File: src/rtl/fetch_unit_pkg.sv
// Shared types for the instruction-fetch front end.
//   lc3b_fetch_state : request sequencer states (IDLE / FETCH / DRAIN)
//   PC_STEP_DEFAULT  : default byte increment of the fetch PC per instruction
package fetch_unit_pkg;

  typedef enum logic [1:0] {
    IDLE  = 2'd0,
    FETCH = 2'd1,
    DRAIN = 2'd2
  } lc3b_fetch_state;

  localparam int unsigned PC_STEP_DEFAULT = 32'd2;

endpackage

File: src/rtl/fetch_fifo.sv
// Prefetch queue: DEPTH entries of {pc, instruction}, 2*WIDTH bits each.
// Ports:
//   clk, rst    : clock, asynchronous active-high reset
//   push        : write push_data at the tail (ignored when full without a pop)
//   push_data   : {pc, instruction} entry
//   pop         : drop the head entry (ignored when empty)
//   clear       : flush every entry; wins over push and pop
//   head_data   : registered head entry, holds its last value when empty
//   full, empty : registered occupancy flags
//   count       : registered number of valid entries
module fetch_fifo #(
  parameter int unsigned WIDTH = 16,
  parameter int unsigned DEPTH = 4
) (
  input  logic                   clk,
  input  logic                   rst,
  input  logic                   push,
  input  logic [2*WIDTH-1:0]     push_data,
  input  logic                   pop,
  input  logic                   clear,
  output logic [2*WIDTH-1:0]     head_data,
  output logic                   full,
  output logic                   empty,
  output logic [$clog2(DEPTH):0] count
);

  localparam int unsigned PW = $clog2(DEPTH);
  localparam int unsigned CW = PW + 1;

  logic [2*WIDTH-1:0] mem_q [DEPTH];
  logic [2*WIDTH-1:0] mem_d [DEPTH];
  logic [PW-1:0]      rd_ptr_q, rd_ptr_d;
  logic [PW-1:0]      wr_ptr_q, wr_ptr_d;
  logic [CW-1:0]      count_q, count_d;
  logic [2*WIDTH-1:0] head_q, head_d;
  logic               full_q, full_d;
  logic               empty_q, empty_d;
  logic               pop_ok_s, push_ok_s;

  // Next-state of storage, pointers, occupancy and the registered head.
  always_comb begin
    pop_ok_s  = pop && !empty_q;
    push_ok_s = push && (!full_q || pop_ok_s);
    mem_d     = mem_q;
    rd_ptr_d  = rd_ptr_q;
    wr_ptr_d  = wr_ptr_q;
    count_d   = count_q;
    head_d    = head_q;
    if (clear) begin
      rd_ptr_d = {PW{1'b0}};
      wr_ptr_d = {PW{1'b0}};
      count_d  = {CW{1'b0}};
    end else begin
      if (push_ok_s) begin
        mem_d[wr_ptr_q] = push_data;
        wr_ptr_d        = wr_ptr_q + PW'(1'b1);
      end else begin
        wr_ptr_d = wr_ptr_q;
      end
      if (pop_ok_s) begin
        rd_ptr_d = rd_ptr_q + PW'(1'b1);
      end else begin
        rd_ptr_d = rd_ptr_q;
      end
      case ({push_ok_s, pop_ok_s})
        2'b10:   count_d = count_q + CW'(1'b1);
        2'b01:   count_d = count_q - CW'(1'b1);
        default: count_d = count_q;
      endcase
      // Head is read from the post-update storage so a push into an empty
      // (or just-drained) queue is visible on the very next cycle.
      if (count_d != {CW{1'b0}}) begin
        head_d = mem_d[rd_ptr_d];
      end else begin
        head_d = head_q;
      end
    end
    empty_d = (count_d == {CW{1'b0}});
    full_d  = (count_d == CW'(DEPTH));
  end

  // Queue state registers.
  always_ff @(posedge clk or posedge rst) begin
    if (rst) begin
      for (int unsigned i = 0; i < DEPTH; i++) begin
        mem_q[i] <= {(2*WIDTH){1'b0}};
      end
      rd_ptr_q <= {PW{1'b0}};
      wr_ptr_q <= {PW{1'b0}};
      count_q  <= {CW{1'b0}};
      head_q   <= {(2*WIDTH){1'b0}};
      full_q   <= 1'b0;
      empty_q  <= 1'b1;
    end else begin
      mem_q    <= mem_d;
      rd_ptr_q <= rd_ptr_d;
      wr_ptr_q <= wr_ptr_d;
      count_q  <= count_d;
      head_q   <= head_d;
      full_q   <= full_d;
      empty_q  <= empty_d;
    end
  end

  assign head_data = head_q;
  assign full      = full_q;
  assign empty     = empty_q;
  assign count     = count_q;

endmodule

File: src/rtl/fetch_unit.sv
// Instruction-fetch front end: owns the fetch PC, issues one outstanding
// read at a time, buffers {pc, instruction} pairs and handles redirects.
// Ports:
//   clk, rst              : clock, asynchronous active-high reset
//   mem_read, mem_address : read request (held until mem_resp) and address
//   mem_resp, mem_rdata   : one-cycle read completion and instruction word
//   redirect, redirect_pc : one-cycle branch/jump strobe and new fetch PC
//   ir_valid, ir_ready    : head-of-queue handshake with the consumer
//   ir_out, ir_pc         : head instruction and the address it came from
module fetch_unit
  import fetch_unit_pkg::*;
#(
  parameter int unsigned      WIDTH    = 16,
  parameter int unsigned      DEPTH    = 4,
  parameter logic [WIDTH-1:0] PC_RESET = {WIDTH{1'b0}},
  parameter int unsigned      PC_STEP  = PC_STEP_DEFAULT
) (
  input  logic             clk,
  input  logic             rst,
  output logic             mem_read,
  output logic [WIDTH-1:0] mem_address,
  input  logic             mem_resp,
  input  logic [WIDTH-1:0] mem_rdata,
  input  logic             redirect,
  input  logic [WIDTH-1:0] redirect_pc,
  output logic             ir_valid,
  input  logic             ir_ready,
  output logic [WIDTH-1:0] ir_out,
  output logic [WIDTH-1:0] ir_pc
);

  localparam int unsigned CW = $clog2(DEPTH) + 1;

  lc3b_fetch_state    state_q, state_d;
  logic [WIDTH-1:0]   fetch_pc_q, fetch_pc_d;
  logic [WIDTH-1:0]   req_addr_q, req_addr_d;
  logic               mem_read_q, mem_read_d;
  logic               push_s, pop_s, room_s;
  logic [2*WIDTH-1:0] head_s;
  logic               fifo_full_s, fifo_empty_s;
  logic [CW-1:0]      fifo_count_s;

  // Both occupancy views must agree there is room; a corrupted count then
  // holds off fetching instead of overrunning the queue.
  assign room_s = !fifo_full_s && (fifo_count_s < CW'(DEPTH));
  // A redirect flushes the queue, so a coincident pop has nothing to take.
  assign pop_s  = !fifo_empty_s && ir_ready && !redirect;

  // Request sequencer next-state, fetch PC and registered read strobe.
  always_comb begin
    state_d    = state_q;
    fetch_pc_d = fetch_pc_q;
    req_addr_d = req_addr_q;
    push_s     = 1'b0;
    case (state_q)
      IDLE: begin
        if (!redirect && room_s) begin
          req_addr_d = fetch_pc_q;
          state_d    = FETCH;
        end else begin
          state_d = IDLE;
        end
      end
      FETCH: begin
        if (mem_resp && !redirect) begin
          push_s     = 1'b1;
          fetch_pc_d = fetch_pc_q + WIDTH'(PC_STEP);
          state_d    = IDLE;
        end else if (mem_resp) begin
          state_d = IDLE;
        end else if (redirect) begin
          // The bus request cannot be withdrawn; wait it out and drop it.
          state_d = DRAIN;
        end else begin
          state_d = FETCH;
        end
      end
      DRAIN: begin
        if (mem_resp) begin
          state_d = IDLE;
        end else begin
          state_d = DRAIN;
        end
      end
      default: begin
        state_d = IDLE;
      end
    endcase
    if (redirect) begin
      fetch_pc_d = redirect_pc;
    end else begin
      fetch_pc_d = fetch_pc_d;
    end
    mem_read_d = (state_d != IDLE);
  end

  // Sequencer state and registered memory-side outputs.
  always_ff @(posedge clk or posedge rst) begin
    if (rst) begin
      state_q    <= IDLE;
      fetch_pc_q <= PC_RESET;
      req_addr_q <= PC_RESET;
      mem_read_q <= 1'b0;
    end else begin
      state_q    <= state_d;
      fetch_pc_q <= fetch_pc_d;
      req_addr_q <= req_addr_d;
      mem_read_q <= mem_read_d;
    end
  end

  fetch_fifo #(
    .WIDTH(WIDTH),
    .DEPTH(DEPTH)
  ) u_fifo (
    .clk      (clk),
    .rst      (rst),
    .push     (push_s),
    .push_data({req_addr_q, mem_rdata}),
    .pop      (pop_s),
    .clear    (redirect),
    .head_data(head_s),
    .full     (fifo_full_s),
    .empty    (fifo_empty_s),
    .count    (fifo_count_s)
  );

  assign mem_read    = mem_read_q;
  assign mem_address = req_addr_q;
  assign ir_valid    = !fifo_empty_s;
  assign ir_pc       = head_s[2*WIDTH-1:WIDTH];
  assign ir_out      = head_s[WIDTH-1:0];

endmodule

File: config.mk
export PLATFORM = sky130hd
export DESIGN_NAME = fetch_unit
export DESIGN_NICKNAME = d
export VERILOG_FILES = /design/src/rtl/fetch_unit_pkg.sv /design/src/rtl/fetch_fifo.sv /design/src/rtl/fetch_unit.sv
export SDC_FILE = /design/constraint.sdc
export NUM_CORES = 1
export LEC_CHECK = 0
export BUFFER_PORTS_ARGS = -buffer_cell sky130_fd_sc_hd__buf_2
export CAP_MARGIN = 20
export CORE_MARGIN = 8
export CORE_UTILIZATION = 44
export CTS_BUF_LIST = sky130_fd_sc_hd__clkbuf_4 sky130_fd_sc_hd__clkbuf_8 sky130_fd_sc_hd__clkbuf_16
export CTS_CLUSTER_DIAMETER = 50
export CTS_CLUSTER_SIZE = 10
export DETAILED_ROUTE_END_ITERATION = 7
export SLEW_MARGIN = 20
export SYNTH_ARGS = -nofsm -noshare
export SYNTH_HDL_FRONTEND = slang
export SYNTH_SLANG_ARGS = --single-unit
File: constraint.sdc
create_clock -name clk -period 21.9 [get_ports clk]
set_clock_uncertainty 0.2 [all_clocks]
set_input_delay 4.38 -clock clk [delete_from_list [all_inputs] [get_ports clk]]
set_output_delay 4.38 -clock clk [all_outputs]
set_load 0.05 [all_outputs]
== After elaboration in Yosys (flattened, before gate mapping) ==
Cells that the tools add are included.

* Shift-type cells: 0
* Div/mod/pow operators: 0
* Magnitude comparators: 4
* Multipliers: 0
* Bitwise operators: 3
* Muxes and demuxes: 27
* Add/subtract/negate cells: 5
* Reductions and logical operators: 22
* Equality and inequality tests: 5

{| class="wikitable"
|+ Operators with widths
! operator !! number
|-
| $mux W128 || 2
|-
| $bwmux W128 || 1
|-
| $mux W32 || 3
|-
| $bmux W32 S2 || 1
|-
| $demux W32 S2 || 1
|-
| $mux W16 || 3
|-
| $mux W2 || 9
|-
| $add A16 B2 Y16 const B || 1
|-
| $logic_and A1 B1 Y1 || 8
|-
| $reduce_bool A2 Y1 || 4
|-
| $ge A3 B3 Y1 const B || 2
|-
| $mux W3 || 2
|-
| $not A2 Y3 || 2
|-
| $pmux W2 S3 || 1
|-
| $pmux W3 S2 || 1
|-
| $reduce_and A2 Y1 || 3
|-
| $add A2 B1 Y2 const B || 2
|-
| $eq A2 B1 Y1 const B || 2
|-
| $eq A2 B2 Y1 const B || 2
|-
| $add A3 B1 Y3 const B || 1
|-
| $eq A3 B3 Y1 const B || 1
|-
| $logic_not A1 Y1 || 3
|-
| $logic_not A3 Y1 || 1
|-
| $lt A3 B1 Y1 const B || 1
|-
| 7 further kinds || 9
|}

* Bits of input ports: 37
* Output and inout bits: 50
* ROM bits: 0
* Bits in writable memories: 0
* Register bits: 204
* Bits in latches: 0
* Memories: 0
* Word-level logic and storage cells: 80

== Depth between registers and ports, before layout ==
Gate-level depths: netlist of the first run.

* Depth after elaboration: 11
* Gate-level depth with buffers: 14
* Mapped depth without buffers: 12

== By module ==
Synthesis of the first run repeated with hierarchy kept, for this count alone.

* Cell total of the unflattened synthesis: 828
* Area total of the unflattened synthesis: 10058.4 µm²

{| class="wikitable"
|+ Modules (own cells, without submodules)
! module !! sequential area each (µm²) !! instances !! area each (µm²) !! cells each
|-
| fetch_fifo || 4230.3 || 1 || 8413.1 || 681
|-
| fetch_unit || 875.8 || 1 || 1645.3 || 147
|}

== Worst setup path before layout of the first run ==
Ideal clock, no wire load.

* Kind: input port to flip-flop
* Start: input ir_ready
* End: register u_fifo.head_q[16] (netlist: u_fifo.head_data[16])
* Arrival time: 7.010 ns
* Library setup time: 0.065 ns
* Cell stages on the path: 14
* Required time: 21.635 ns
* Slack: 14.625 ns
* Path buffers: 2
* Cell sequence: nor2b_1 buf_2 o211a_1 inv_1 ha_1 inv_1 fa_1 xor2_1 or3_1 a311oi_4 buf_6 o221ai_2 o221ai_1 a21o_1

* Longest elaborated chain between the ends: 10
* Elaborated cells on any way between the ends: 19
* Classes of those cells: eq/ne (2); mux (9); bitwise (1); reduce/logical (7)

{| class="wikitable"
|+ Ends and longest elaborated chain
! element !! line !! RTL
|-
| start, declared || fetch_unit.sv:27 || <nowiki>input logic ir_ready,</nowiki>
|-
| $logic_and A1 B1 Y1 (*) (2 in a row) || fetch_unit.sv:47 || <nowiki>assign pop_s = !fifo_empty_s && ir_ready && !redirect;</nowiki>
|-
| $logic_and A1 B1 Y1 (*) || fetch_fifo.sv:42 || <nowiki>pop_ok_s = pop && !empty_q;</nowiki>
|-
| $logic_or A1 B1 Y1 || fetch_fifo.sv:43 || <nowiki>push_ok_s = push && (!full_q || pop_ok_s);</nowiki>
|-
| $logic_and A1 B1 Y1 || fetch_fifo.sv:43 ||
|-
| $eq A2 B1 Y1, or another cell as far along || fetch_fifo.sv:65 || <nowiki>case ({push_ok_s, pop_ok_s})</nowiki>
|-
| $pmux W3 S2 or $mux W128 (tied branches) || fetch_fifo.sv:65, fetch_fifo.sv:49 ||
|-
| $mux W3 or $bmux W32 S2 (tied branches) || fetch_fifo.sv:49, fetch_fifo.sv:73 ||
|-
| $reduce_bool A3 Y1 or $mux W32 (tied branches) || fetch_fifo.sv:72, fetch_fifo.sv:73 ||
|-
| $reduce_and A2 Y1 (no source line) or $mux W32 (tied branches) || n/a ||
|-
| end signal, assigned || fetch_fifo.sv:91 || <nowiki>head_q <= {(2*WIDTH){1'b0}};</nowiki>
|-
| end, declared || fetch_fifo.sv:35 || <nowiki>logic [2*WIDTH-1:0] head_q, head_d;</nowiki>
|}

Mark *: on every way between the ends. The rest lies on a longest branch, timed or not. The select of a mux whose other input is x is not followed.
A chain may end at the register's enable or synchronous reset.

== Final worst setup path of the first run ==
* Start: input redirect
* End: register u_fifo.head_q[21] (netlist: u_fifo.head_data[21])

* Longest elaborated chain between the ends: 10
* Elaborated cells on any way between the ends: 23
* Classes of those cells: eq/ne (2); mux (11); bitwise (2); reduce/logical (8)

{| class="wikitable"
|+ Ends and longest elaborated chain
! element !! line !! RTL
|-
| start, declared || fetch_unit.sv:24 || <nowiki>input logic redirect,</nowiki>
|-
| $logic_not A1 Y1 || fetch_unit.sv:47, fetch_unit.sv:65 ||
|-
| $logic_and A1 B1 Y1 (on tied branches) || fetch_unit.sv:65, fetch_unit.sv:47 ||
|-
| $mux W1 or $logic_and A1 B1 Y1 (tied branches) || fetch_unit.sv:65, fetch_fifo.sv:42 ||
|-
| $mux W1 or $logic_or A1 B1 Y1 (tied branches) || fetch_unit.sv:55, fetch_fifo.sv:43 ||
|-
| $logic_and A1 B1 Y1 || fetch_fifo.sv:43 ||
|-
| $eq A2 B1 Y1, or another cell as far along || fetch_fifo.sv:65 ||
|-
| $pmux W3 S2 or $mux W128 (tied branches) || fetch_fifo.sv:65, fetch_fifo.sv:49 ||
|-
| $mux W3 or $bmux W32 S2 (tied branches) || fetch_fifo.sv:49, fetch_fifo.sv:73 ||
|-
| $reduce_bool A3 Y1 or $mux W32 (tied branches) || fetch_fifo.sv:72, fetch_fifo.sv:73 ||
|-
| $reduce_and A2 Y1 (no source line) or $mux W32 (tied branches) || n/a ||
|}

Several ways; a longest one is shown, not always the timed one. The select of a mux whose other input is x is not followed.

==> results of run 1 <==
-- layer usage --
metal | vias up | global-route usage (%) | routed length, um
met5 | - | 0 | 0
met3 | 35 | 2.705 | 1058
met4 | 0 | 4.588 | 441
met1 | 3517 | 26.57 | 11610
met2 | 153 | 31.00 | 11950
li1 | 3213 | - | -
-- cell families after synthesis --
family	share of synthesized area (%)
simple gates	12.61
mux	10.11
flops	54.15
fa+ha+maj	1.008
compound gates	16.84
buf+inv	3.264
xor+xnor	2.017
-- report_power, final --
part | leakage [nW] | total (mW) | internal, mW | switching, mW
Sequential | 2.68 | 0.532 | 0.461 | 0.0710
Combinational | 2.33 | 0.375 | 0.113 | 0.262
Clock | 0.400 | 0.398 | 0.244 | 0.154
Total | 5.41 | 1.31 | 0.818 | 0.487
-- worst max-delay path: cells and delay by family --
| family | cells | cell delay (ns) |
|---|---|---|
| buffers and inverters | 6 | 1.78 |
| AO/OA/AOI/OAI | 5 | 1.12 |
| AND/OR/NAND/NOR | 1 | 0.66 |
| adder cells (fa/ha/maj) | 2 | 0.54 |
| XOR/XNOR | 1 | 0.18 |
-- flip-flops by register name (all words and copies together), names as in the netlist --
signal            count
u_fifo.mem_q        128
u_fifo.head_data     32
fetch_pc_q           16
mem_address          16
u_fifo.count          3
state_q               2
u_fifo.rd_ptr_q       2
u_fifo.wr_ptr_q       2
mem_read              1
u_fifo.empty          1
u_fifo.full           1
-- per-stage QoR --
step / cell area, um^2 / power (mW) / util, % / std cells
3_3_place_gp: 10120 / 0.9082 / 48.13 / 1183
4_1_cts: 10920 / 1.317 / 51.96 / 1223
3_5_place_dp: 10120 / 0.9153 / 48.15 / 1183
6_report: 10930 / 1.305 / 51.97 / 1223
2_1_floorplan: 9429 / 0.8035 / - / 864
5_1_grt: 10930 / 1.372 / 51.97 / 1223
-- placed cells by master, fill, tap and decap left out, types with 11 or more instances in the layout --
| master | netlist | routed |
|---|---|---|
| sky130_fd_sc_hd__dfrtp_1 | 203 | 203 |
| sky130_fd_sc_hd__o21ai_0 | 47 | 47 |
| sky130_fd_sc_hd__o221ai_1 | 32 | 32 |
| sky130_fd_sc_hd__a21o_1 | 32 | 32 |
| sky130_fd_sc_hd__buf_4 | 1 | 14 |
| sky130_fd_sc_hd__buf_2 | 15 | 86 |
| sky130_fd_sc_hd__xor2_1 | 11 | 11 |
| sky130_fd_sc_hd__clkbuf_16 | 0 | 27 |
| sky130_fd_sc_hd__o22ai_1 | 31 | 31 |
| sky130_fd_sc_hd__o221ai_2 | 30 | 30 |
| sky130_fd_sc_hd__mux2_2 | 82 | 82 |
| sky130_fd_sc_hd__nand2_1 | 249 | 247 |
-- worst max path at each step --
| stage | startpoint | to | slack [ns] |
|---|---|---|---|
| global route | redirect | u_fifo.head_data[24]$_DFFE_PP0P_ | 13.07 |
| global placement | redirect | u_fifo.head_data[20]$_DFFE_PP0P_ | 13.07 |
| CTS | redirect | u_fifo.head_data[24]$_DFFE_PP0P_ | 13.49 |
| finish | redirect | u_fifo.head_data[21]$_DFFE_PP0P_ | 13.48 |
| detailed placement | redirect | u_fifo.head_data[25]$_DFFE_PP0P_ | 12.95 |
| floorplan | rst | fetch_pc_q[0]$_DFFE_PP0P_ | 11.75 |
-- layout make-up --
type	count	share of cell area [%]
multi-input combinational	592	37.35
timing repair buffer	101	5.005
inverter	11	0.4466
clock buffer	37	7.158
sequential	204	46.74
clock inverter	3	0.1603
tap	275	3.149
==> metrics.txt, run 1 <==
# TYPE chip_impl_metric gauge
chip_impl_metric{name="setup_violations",unit=""} 0
chip_impl_metric{name="area_occupied_by_multi_input_gates",unit="um^2"} 4080
chip_impl_metric{name="worstMarginPinSlew",unit="ns"} 1.146
chip_impl_info{name="rsz_0062_raised_after_global_routing",value="false"} 1
chip_impl_metric{name="timing.final.ws_setup",unit="ns"} 13.48
chip_impl_metric{name="avgSynthCellArea",unit="um^2"} 10.91
chip_impl_metric{name="clock_sink_count",unit=""} 204
chip_impl_info{name="reg2reg_from",value="state_q[1]$_DFF_PP0_"} 1
chip_impl_metric{name="cts_htree_levels",unit=""} 1
chip_impl_metric{name="register_area",unit="um^2"} 5106
chip_impl_metric{name="initial_utilization",unit="%"} 44.85
chip_impl_metric{name="place.detailed.hpwl",unit="um"} 14500
chip_impl_metric{name="drt-wirelength-per-cell",unit="um"} 20.49
chip_impl_metric{name="design.die.area",unit="um^2"} 26370
chip_impl_metric{name="netlist.area_leader.share",unit="%"} 53.87
chip_impl_metric{name="p_per_area",unit="nW/um^2"} 119.5
chip_impl_info{name="synthMostInstantiatedCell",value="sky130_fd_sc_hd__nand2_1"} 1
chip_impl_info{name="tritoncts",value="done"} 1
chip_impl_metric{name="worstPathRequired",unit="ns"} 22.16
chip_impl_metric{name="worst-endpoint-arrival",unit="ns"} 8.68
chip_impl_info{name="synth_top_cells_by_count",value="sky130_fd_sc_hd__nand2_1 (249), sky130_fd_sc_hd__dfrtp_1 (203), sky130_fd_sc_hd__mux2_2 (82)"} 1
chip_impl_metric{name="insertedDiodeCount",unit=""} 0
chip_impl_metric{name="cts-buffers-inserted",unit=""} 26
chip_impl_metric{name="worstPathMaxFanout",unit=""} 43
chip_impl_metric{name="route.detailed.vias_per_inst",unit=""} 5.657
chip_impl_metric{name="grt_antenna_before_repair",unit=""} 0
chip_impl_metric{name="io_pins",unit=""} 87
chip_impl_metric{name="timing.hold.ws",unit="ns"} 0.2635
chip_impl_metric{name="grt_pass1_wl",unit="um"} 40520
chip_impl_metric{name="distinct_cells_synth",unit=""} 53
chip_impl_info{name="crit_slowest_cell",value="sky130_fd_sc_hd__nand3b_1"} 1
chip_impl_info{name="synth_top_cell_by_area",value="sky130_fd_sc_hd__dfrtp_1"} 1
chip_impl_metric{name="detail_route.iter0.violations",unit=""} 427
chip_impl_metric{name="fmax",unit="MHz"} 118.8
chip_impl_metric{name="clkSlewWorstSetupHoldPaths",unit="ns"} 0.05
chip_impl_metric{name="largest_net_degree_at_the_start_of_global_routing",unit=""} 127
chip_impl_info{name="whs_endpoint",value="u_fifo.mem_q[124]$_DFFE_PP0N_"} 1
chip_impl_metric{name="total_routing_resource_utilization_after_global_routing",unit="%"} 19.10
chip_impl_metric{name="detail_route.drc_violations",unit=""} 0
chip_impl_info{name="run_status",value="complete, no violations"} 1
chip_impl_metric{name="ir_worst_vdd",unit="mV"} 0.06139
chip_impl_metric{name="ys_seq_area_share",unit="%"} 54.15
chip_impl_metric{name="worstRegToRegCells",unit=""} 14
chip_impl_info{name="synth_top_cells_by_area",value="sky130_fd_sc_hd__dfrtp_1 (54%), sky130_fd_sc_hd__nand2_1 (9.9%), sky130_fd_sc_hd__mux2_2 (9.8%)"} 1
chip_impl_metric{name="fp-row-count",unit=""} 53
chip_impl_info{name="timing.rr.end",value="u_fifo.head_data[21]$_DFFE_PP0P_"} 1
chip_impl_metric{name="worstSkewPairLatency",unit="ns"} 0.51
chip_impl_metric{name="portBuffers",unit=""} 86
chip_impl_metric{name="first_global_vias",unit=""} 7168
chip_impl_metric{name="first_pass_iters",unit=""} 5
chip_impl_metric{name="critical_path.max_stage_delay",unit="ns"} 0.66
chip_impl_metric{name="synth_edf_count",unit=""} 0
chip_impl_metric{name="worst_setup_slack_after_placement",unit="ns"} 12.95
chip_impl_metric{name="post_synth_instance_area",unit="um^2"} 9429
chip_impl_info{name="min_from",value="u_fifo.mem_q[124]$_DFFE_PP0N_"} 1
chip_impl_metric{name="ys_seq_elements",unit=""} 204
chip_impl_metric{name="ctsResizeCount",unit=""} 0
chip_impl_metric{name="synthesis.yosys.warnings",unit=""} 0
chip_impl_info{name="synth-main-ff-cell",value="sky130_fd_sc_hd__dfrtp_1"} 1
chip_impl_metric{name="synthToLayoutAreaGrowth",unit="%"} 15.87
chip_impl_metric{name="floorplan.die.width",unit="um"} 162.4
chip_impl_metric{name="finalCriticalPeriod",unit="ns"} 8.419
chip_impl_metric{name="die_height",unit="um"} 162.4
chip_impl_metric{name="synth_fp_nets",unit=""} 908
chip_impl_info{name="series_of_cell_instances_along_the_critical_path",value="buf_2 -> inv_2 -> o211a_1 -> inv_1 -> ha_1 -> inv_1 -> fa_1 -> xor2_1 -> o32ai_1 -> o211ai_1 -> buf_4 -> nand3b_1 -> buf_4 -> o221ai_1 -> a21o_1"} 1
chip_impl_metric{name="finish.net_count",unit=""} 980
chip_impl_metric{name="max_slew_margin",unit="%"} 23.35
chip_impl_metric{name="finalWeightedCongestion",unit=""} 0.7449
chip_impl_metric{name="whs_path_depth",unit=""} 2
chip_impl_metric{name="drt_wl_total",unit="um"} 25060
chip_impl_metric{name="report.final.hold_viol_count",unit=""} 0
chip_impl_info{name="clock-root-buffer",value="sky130_fd_sc_hd__clkbuf_16"} 1
chip_impl_metric{name="number_of_fill_cells",unit=""} 1903
chip_impl_metric{name="layout_worst_path_cycle_share",unit="%"} 38.44
chip_impl_metric{name="grt_overflow",unit=""} 0
chip_impl_metric{name="cap_violations",unit=""} 0
chip_impl_metric{name="syn-instance-count",unit=""} 864
chip_impl_metric{name="asyncSetResetFlopFracSynth",unit="%"} 100.0
chip_impl_metric{name="setup_total_negative_slack",unit="ns"} 0
chip_impl_metric{name="drive_above_1_share",unit="%"} 28.59
chip_impl_metric{name="route.vias.total",unit=""} 6918
chip_impl_info{name="worstHoldPathType",value="flop to flop"} 1
chip_impl_metric{name="max_slew_violations",unit=""} 0
chip_impl_info{name="critPathKind",value="input port to flop"} 1
chip_impl_metric{name="cts_max_path_buffers",unit=""} 3
chip_impl_info{name="critPathCaptureType",value="flop"} 1
chip_impl_metric{name="regToRegSetupSlack",unit="ns"} 17.28
chip_impl_metric{name="leakagePower",unit="nW"} 5.410
chip_impl_info{name="critical_path_launch_point_type",value="input port"} 1
chip_impl_metric{name="design.core.area",unit="um^2"} 21020
chip_impl_metric{name="post_cts_hold_buffer_count",unit=""} 0
chip_impl_metric{name="postCtsSetupBuffers",unit=""} 0
chip_impl_metric{name="detail-route-antenna-nets",unit=""} 0
(Power assumes the default switching activity.)
==> run 2: changes to the inputs <==
Clock period 21.9 ns to 6.8 ns, I/O delays scaled along.
==> metrics.txt, run 2 (synthesis gave the netlist of run 1 again) <==
# TYPE chip_impl_metric gauge
chip_impl_metric{name="detail_route.drc_violations",unit=""} 0
chip_impl_metric{name="worstPathMaxFanout",unit=""} 18
chip_impl_info{name="rsz_0062_raised_after_global_routing",value="false"} 1
chip_impl_metric{name="layout_worst_path_cycle_share",unit="%"} 71.45
chip_impl_metric{name="initial_utilization",unit="%"} 44.85
chip_impl_metric{name="number_of_fill_cells",unit=""} 1904
chip_impl_metric{name="postCtsSetupBuffers",unit=""} 0
chip_impl_metric{name="final_cell_count_no_fill",unit=""} 1234
chip_impl_metric{name="first_pass_iters",unit=""} 5
chip_impl_metric{name="largest_register_ffs",unit=""} 128
chip_impl_metric{name="insertedDiodeCount",unit=""} 0
chip_impl_info{name="clock-root-buffer",value="sky130_fd_sc_hd__clkbuf_16"} 1
chip_impl_metric{name="grt_pass1_wl",unit="um"} 39810
chip_impl_info{name="run_status",value="complete, no violations"} 1
chip_impl_metric{name="worst-endpoint-arrival",unit="ns"} 5.12
chip_impl_metric{name="cts-buffers-inserted",unit=""} 27
chip_impl_metric{name="clkSlewWorstSetupHoldPaths",unit="ns"} 0.05
chip_impl_metric{name="report.final.hold_viol_count",unit=""} 0
chip_impl_metric{name="grt_antenna_before_repair",unit=""} 0
chip_impl_metric{name="design.core.area",unit="um^2"} 21020
chip_impl_metric{name="ctsResizeCount",unit=""} 0
chip_impl_metric{name="finalCriticalPeriod",unit="ns"} 4.859
chip_impl_metric{name="floorplan.die.width",unit="um"} 162.4
chip_impl_metric{name="finalWeightedCongestion",unit=""} 0.7730
chip_impl_metric{name="first_global_vias",unit=""} 7079
chip_impl_metric{name="cts_htree_levels",unit=""} 1
chip_impl_info{name="critPathKind",value="input port to flop"} 1
chip_impl_metric{name="portBuffers",unit=""} 86
chip_impl_metric{name="drt_wl_total",unit="um"} 24700
chip_impl_metric{name="worstMarginPinSlew",unit="ns"} 0.9177
chip_impl_metric{name="fmax",unit="MHz"} 205.8
chip_impl_metric{name="cap_violations",unit=""} 0
chip_impl_info{name="layout.cells.most_common_list",value="sky130_fd_sc_hd__nand2_1 (247), sky130_fd_sc_hd__dfrtp_1 (203), sky130_fd_sc_hd__buf_2 (86)"} 1
chip_impl_metric{name="route.vias.total",unit=""} 6969
chip_impl_metric{name="totalPowerFinal",unit="mW"} 4.288
chip_impl_metric{name="drt-wirelength-per-cell",unit="um"} 20.02
chip_impl_metric{name="max_slew_margin",unit="%"} 38.82
chip_impl_info{name="most_common_library_cell_in_the_layout_ignoring_fill_and_taps",value="sky130_fd_sc_hd__nand2_1"} 1
chip_impl_metric{name="cts_max_path_buffers",unit=""} 3
chip_impl_metric{name="die_height",unit="um"} 162.4
chip_impl_metric{name="grt_overflow",unit=""} 0
chip_impl_info{name="worstHoldPathType",value="flop to flop"} 1
chip_impl_metric{name="io_pins",unit=""} 87
chip_impl_metric{name="placed_cell_area",unit="um^2"} 10170
chip_impl_metric{name="worstPathRequired",unit="ns"} 7.07
chip_impl_metric{name="fp-row-count",unit=""} 53
chip_impl_metric{name="largest_net_degree_at_the_start_of_global_routing",unit=""} 162
chip_impl_metric{name="route.detailed.vias_per_inst",unit=""} 5.647
chip_impl_metric{name="detail_route.iter0.violations",unit=""} 419
chip_impl_metric{name="drive_above_1_share",unit="%"} 29.41
chip_impl_metric{name="setup_violations",unit=""} 0
chip_impl_metric{name="finish.net_count",unit=""} 985
chip_impl_metric{name="setup_total_negative_slack",unit="ns"} 0
chip_impl_metric{name="placed_cell_count",unit=""} 1186
chip_impl_metric{name="post_cts_hold_buffer_count",unit=""} 0
chip_impl_info{name="critical_path_launch_point_type",value="input port"} 1
chip_impl_metric{name="final_util",unit="%"} 52.56
chip_impl_info{name="critPathCaptureType",value="flop"} 1
chip_impl_metric{name="place.detailed.hpwl",unit="um"} 14470
chip_impl_metric{name="total_routing_resource_utilization_after_global_routing",unit="%"} 18.69
chip_impl_metric{name="detail-route-antenna-nets",unit=""} 0
chip_impl_metric{name="leakagePower",unit="nW"} 5.474
chip_impl_metric{name="design.die.area",unit="um^2"} 26370
chip_impl_metric{name="clock_sink_count",unit=""} 204
chip_impl_metric{name="p_per_area",unit="nW/um^2"} 388.1
chip_impl_metric{name="post-route-cell-area",unit="um^2"} 11050
chip_impl_info{name="largest-register",value="u_fifo.mem_q"} 1
chip_impl_info{name="tritoncts",value="done"} 1
chip_impl_metric{name="ir_worst_vdd",unit="mV"} 0.2076
chip_impl_metric{name="synthToLayoutAreaGrowth",unit="%"} 17.17
chip_impl_metric{name="worstSkewPairLatency",unit="ns"} 0.53
chip_impl_metric{name="max_slew_violations",unit=""} 0
[run 2: cell count changes in the layout (fill, tap and decap cells not counted), sizes merged]
| cell | previous run | this run |
|---|---|---|
| bufinv | 0 | 1 |
| clkinv | 3 | 6 |
| clkbuf | 37 | 39 |
| clkinvlp | 1 | 2 |
| buf | 101 | 105 |
[run 2: final cells by class]
cell class                 count  area (um^2)  area share, %
inverter                      11        45.04         0.4077
multi-input combinational    592         4080          36.93
clock buffer                  39        790.8          7.157
sequential                   204         5106          46.22
tap                          275        344.1          3.114
clock inverter                 8        71.32         0.6455
timing repair buffer         105        610.6          5.527
[run 2: worst max-delay path: stages]
cell and delay (ns):
sky130_fd_sc_hd__buf_2 0.09, sky130_fd_sc_hd__nor2b_1 0.60, sky130_fd_sc_hd__o211a_1 0.30, sky130_fd_sc_hd__inv_1 0.06
sky130_fd_sc_hd__ha_1 0.19, sky130_fd_sc_hd__inv_1 0.07, sky130_fd_sc_hd__fa_1 0.41, sky130_fd_sc_hd__and3b_1 0.20
sky130_fd_sc_hd__o32ai_1 0.24, sky130_fd_sc_hd__o211ai_1 0.16, sky130_fd_sc_hd__nand3b_1 0.73, sky130_fd_sc_hd__buf_12 0.42
sky130_fd_sc_hd__o221ai_1 0.17, sky130_fd_sc_hd__a21o_1 0.12
[run 2: report_power, final]
group	switching (mW)	internal (mW)	leakage (nW)
Clock	0.516	0.839	0.437
Sequential	0.227	1.48	2.68
Combinational	0.851	0.369	2.35
[run 2: final timing paths]
path                                                from                                to  slack [ns]  cells after the start
max in group asynchronous                            rst         fetch_pc_q[3]$_DFFE_PP0P_        4.52                      3
min                        u_fifo.mem_q[109]$_DFFE_PP0N_     u_fifo.mem_q[109]$_DFFE_PP0N_        0.27                      2
min reg2reg                u_fifo.mem_q[109]$_DFFE_PP0N_     u_fifo.mem_q[109]$_DFFE_PP0N_        0.27                      2
max                                             ir_ready  u_fifo.head_data[28]$_DFFE_PP0P_        1.94                     14
min in group asynchronous                            rst      u_fifo.mem_q[55]$_DFFE_PP0N_        0.65                      2
max reg2reg                         state_q[1]$_DFF_PP0_  u_fifo.head_data[28]$_DFFE_PP0P_        2.48                     13
[run 2: metrics by stage]
stage,worst slack [ns],hold WS [ns]
after CTS,1.927,0.2678
after global placement,1.469,0.2496
final,1.941,0.2651
after detailed placement,1.407,0.2559
after floorplan,2.545,0.2391
after global routing,1.662,0.2846
[run 2: metal layers]
layer / global-route usage [%] / share of wire (%) / routed length (um)
met5: 0 / 0 / 0
met4: 4.882 / 2.2 / 539
met3: 3.008 / 4.9 / 1211
met2: 29.56 / 46 / 11440
met1: 26.29 / 47 / 11510
==> run 3: changes to the inputs <==
Clock period 6.8 ns to 4.8 ns, I/O delays scaled along.
==> metrics.txt, run 3 (synthesis gave the netlist of run 1 again) <==
# TYPE chip_impl_metric gauge
chip_impl_metric{name="clock_sink_count",unit=""} 204
chip_impl_metric{name="initial_utilization",unit="%"} 44.85
chip_impl_metric{name="floorplan.die.width",unit="um"} 162.4
chip_impl_metric{name="clkSlewWorstSetupHoldPaths",unit="ns"} 0.05
chip_impl_metric{name="design.core.area",unit="um^2"} 21020
chip_impl_metric{name="leakagePower",unit="nW"} 5.462
chip_impl_metric{name="route.detailed.vias_per_inst",unit=""} 5.638
chip_impl_metric{name="worstPathMaxFanout",unit=""} 18
chip_impl_metric{name="total_routing_resource_utilization_after_global_routing",unit="%"} 19.20
chip_impl_metric{name="grt_antenna_before_repair",unit=""} 0
chip_impl_metric{name="die_height",unit="um"} 162.4
chip_impl_metric{name="portBuffers",unit=""} 86
chip_impl_info{name="largest-register",value="u_fifo.mem_q"} 1
chip_impl_info{name="routed.top_layer",value="met4"} 1
chip_impl_metric{name="route.met3.wl",unit="um"} 1276
chip_impl_info{name="run_status",value="complete, no violations"} 1
chip_impl_info{name="critical_path_launch_point_type",value="input port"} 1
chip_impl_metric{name="cts_max_path_buffers",unit=""} 3
chip_impl_metric{name="worstMarginPinSlew",unit="ns"} 0.7833
chip_impl_metric{name="io_pins",unit=""} 87
chip_impl_metric{name="detail-route-antenna-nets",unit=""} 0
chip_impl_metric{name="place.detailed.hpwl",unit="um"} 15100
chip_impl_metric{name="first_global_vias",unit=""} 7083
chip_impl_metric{name="detail_route.drc_violations",unit=""} 0
chip_impl_metric{name="grt_pass1_wl",unit="um"} 40500
chip_impl_metric{name="drt_wl_total",unit="um"} 24820
chip_impl_info{name="critPathKind",value="input port to flop"} 1
chip_impl_info{name="critPathCaptureType",value="flop"} 1
chip_impl_metric{name="report.final.hold_viol_count",unit=""} 0
chip_impl_metric{name="cts_htree_levels",unit=""} 1
chip_impl_metric{name="first_pass_iters",unit=""} 5
chip_impl_metric{name="drt-wirelength-per-cell",unit="um"} 20.15
chip_impl_metric{name="post_cts_hold_buffer_count",unit=""} 0
chip_impl_metric{name="drive_above_1_share",unit="%"} 29.26
chip_impl_metric{name="cap_violations",unit=""} 0
chip_impl_metric{name="worstSkewPairLatency",unit="ns"} 0.52
chip_impl_info{name="rsz_0062_raised_after_global_routing",value="false"} 1
chip_impl_metric{name="setup_total_negative_slack",unit="ns"} 0
chip_impl_metric{name="detail_route.iter0.violations",unit=""} 438
chip_impl_metric{name="finish.net_count",unit=""} 989
chip_impl_metric{name="cts-buffers-inserted",unit=""} 27
chip_impl_metric{name="p_per_area",unit="nW/um^2"} 545.3
chip_impl_metric{name="post-route-cell-area",unit="um^2"} 11040
chip_impl_metric{name="largest_register_ffs",unit=""} 128
chip_impl_metric{name="postCtsSetupBuffers",unit=""} 0
chip_impl_metric{name="max_slew_margin",unit="%"} 47.76
chip_impl_metric{name="layout_worst_path_cycle_share",unit="%"} 77.78
chip_impl_info{name="clock-root-buffer",value="sky130_fd_sc_hd__clkbuf_16"} 1
chip_impl_metric{name="synthToLayoutAreaGrowth",unit="%"} 17.06
chip_impl_metric{name="finalWeightedCongestion",unit=""} 0.7577
chip_impl_metric{name="ir_worst_vdd",unit="mV"} 0.3255
chip_impl_metric{name="ctsResizeCount",unit=""} 0
chip_impl_metric{name="setup_violations",unit=""} 0
chip_impl_metric{name="max_slew_violations",unit=""} 0
chip_impl_metric{name="worstPathRequired",unit="ns"} 5.06
chip_impl_metric{name="worst-endpoint-arrival",unit="ns"} 3.99
chip_impl_metric{name="met2_length",unit="um"} 11250
chip_impl_metric{name="grt_overflow",unit=""} 0
chip_impl_metric{name="placed_cell_area",unit="um^2"} 10200
chip_impl_metric{name="design.die.area",unit="um^2"} 26370
chip_impl_metric{name="route.vias.total",unit=""} 6946
chip_impl_info{name="worstHoldPathType",value="flop to flop"} 1
chip_impl_metric{name="finalCriticalPeriod",unit="ns"} 3.733
chip_impl_metric{name="fp-row-count",unit=""} 53
chip_impl_info{name="tritoncts",value="done"} 1
chip_impl_metric{name="fmax",unit="MHz"} 267.9
chip_impl_metric{name="wirelength_met1",unit="um"} 11860
chip_impl_info{name="most_common_library_cell_in_the_layout_ignoring_fill_and_taps",value="sky130_fd_sc_hd__nand2_1"} 1
chip_impl_metric{name="regToRegSetupSlack",unit="ns"} 1.10
chip_impl_metric{name="insertedDiodeCount",unit=""} 0
chip_impl_metric{name="timing.hold.ws",unit="ns"} 0.2624
chip_impl_metric{name="timing.final.ws_setup",unit="ns"} 1.067
chip_impl_info{name="layout.cells.most_common_list",value="sky130_fd_sc_hd__nand2_1 (247), sky130_fd_sc_hd__dfrtp_1 (203), sky130_fd_sc_hd__buf_2 (86)"} 1
chip_impl_metric{name="largest_net_degree_at_the_start_of_global_routing",unit=""} 126
chip_impl_metric{name="worst_setup_slack_after_placement",unit="ns"} 0.5298
[run 3: cell types whose count changed in the layout (fill, tap and decap cells not counted)]
cell | before | now
sky130_fd_sc_hd__clkinv_2 | 5 | 3
sky130_fd_sc_hd__clkbuf_8 | 4 | 6
sky130_fd_sc_hd__clkbuf_4 | 8 | 1
sky130_fd_sc_hd__buf_12 | 3 | 2
sky130_fd_sc_hd__buf_4 | 16 | 21
sky130_fd_sc_hd__clkinvlp_4 | 2 | 3
[run 3: layout make-up]
type / instances / area, um^2
clock buffers: 34 / 765.7
clock inverters: 7 / 68.82
fillers: 1854 / 9983
inverters: 11 / 45.04
multi-input cells: 592 / 4080
flip-flops and latches: 204 / 5106
well taps: 275 / 344.1
repair buffers: 109 / 628.1
[run 3: per-stage QoR]
step	util, %	total power, mW	std cells
floorplan	-	3.666	864
global placement	48.52	4.163	1191
detailed placement	48.52	4.191	1191
CTS	52.49	6.084	1232
global route	52.51	6.340	1232
finish	52.51	6.019	1232
[run 3: routing by layer]
metal	global-route usage, %	vias up
li1	-	3238
met1	27.59	3505
met2	29.81	168
met3	3.311	35
met4	4.335	0
met5	0	-
[run 3: report_power, final]
part | total [mW] | switching [mW] | internal [mW] | leakage, nW
sequential | 2.42 | 0.317 | 2.10 | 2.68
clock | 1.87 | 0.712 | 1.16 | 0.411
combinational | 1.73 | 1.20 | 0.521 | 2.37
[run 3: final timing paths]
check	end	startpoint	cells after the start
setup reg to reg	u_fifo.head_data[31]$_DFFE_PP0P_	u_fifo.full$_DFF_PP0_	13
min in group asynchronous	u_fifo.head_data[22]$_DFFE_PP0P_	rst	2
max in group asynchronous	u_fifo.mem_q[102]$_DFFE_PP0N_	rst	3
hold reg to reg	u_fifo.mem_q[78]$_DFFE_PP0N_	u_fifo.mem_q[78]$_DFFE_PP0N_	2
setup / recovery	u_fifo.head_data[31]$_DFFE_PP0P_	redirect	14
hold / removal	u_fifo.mem_q[78]$_DFFE_PP0N_	u_fifo.mem_q[78]$_DFFE_PP0N_	2
[run 3: worst max-delay path, stage by stage]
cell and delay [ns]:
sky130_fd_sc_hd__buf_2 0.13, sky130_fd_sc_hd__inv_2 0.23, sky130_fd_sc_hd__o211a_1 0.26, sky130_fd_sc_hd__inv_1 0.06, sky130_fd_sc_hd__ha_1 0.20, sky130_fd_sc_hd__inv_1 0.07
sky130_fd_sc_hd__fa_1 0.41, sky130_fd_sc_hd__and3b_1 0.20, sky130_fd_sc_hd__or2_2 0.32, sky130_fd_sc_hd__a311oi_4 0.22, sky130_fd_sc_hd__buf_4 0.39, sky130_fd_sc_hd__o221ai_1 0.21
sky130_fd_sc_hd__o221ai_1 0.21, sky130_fd_sc_hd__a21o_1 0.11
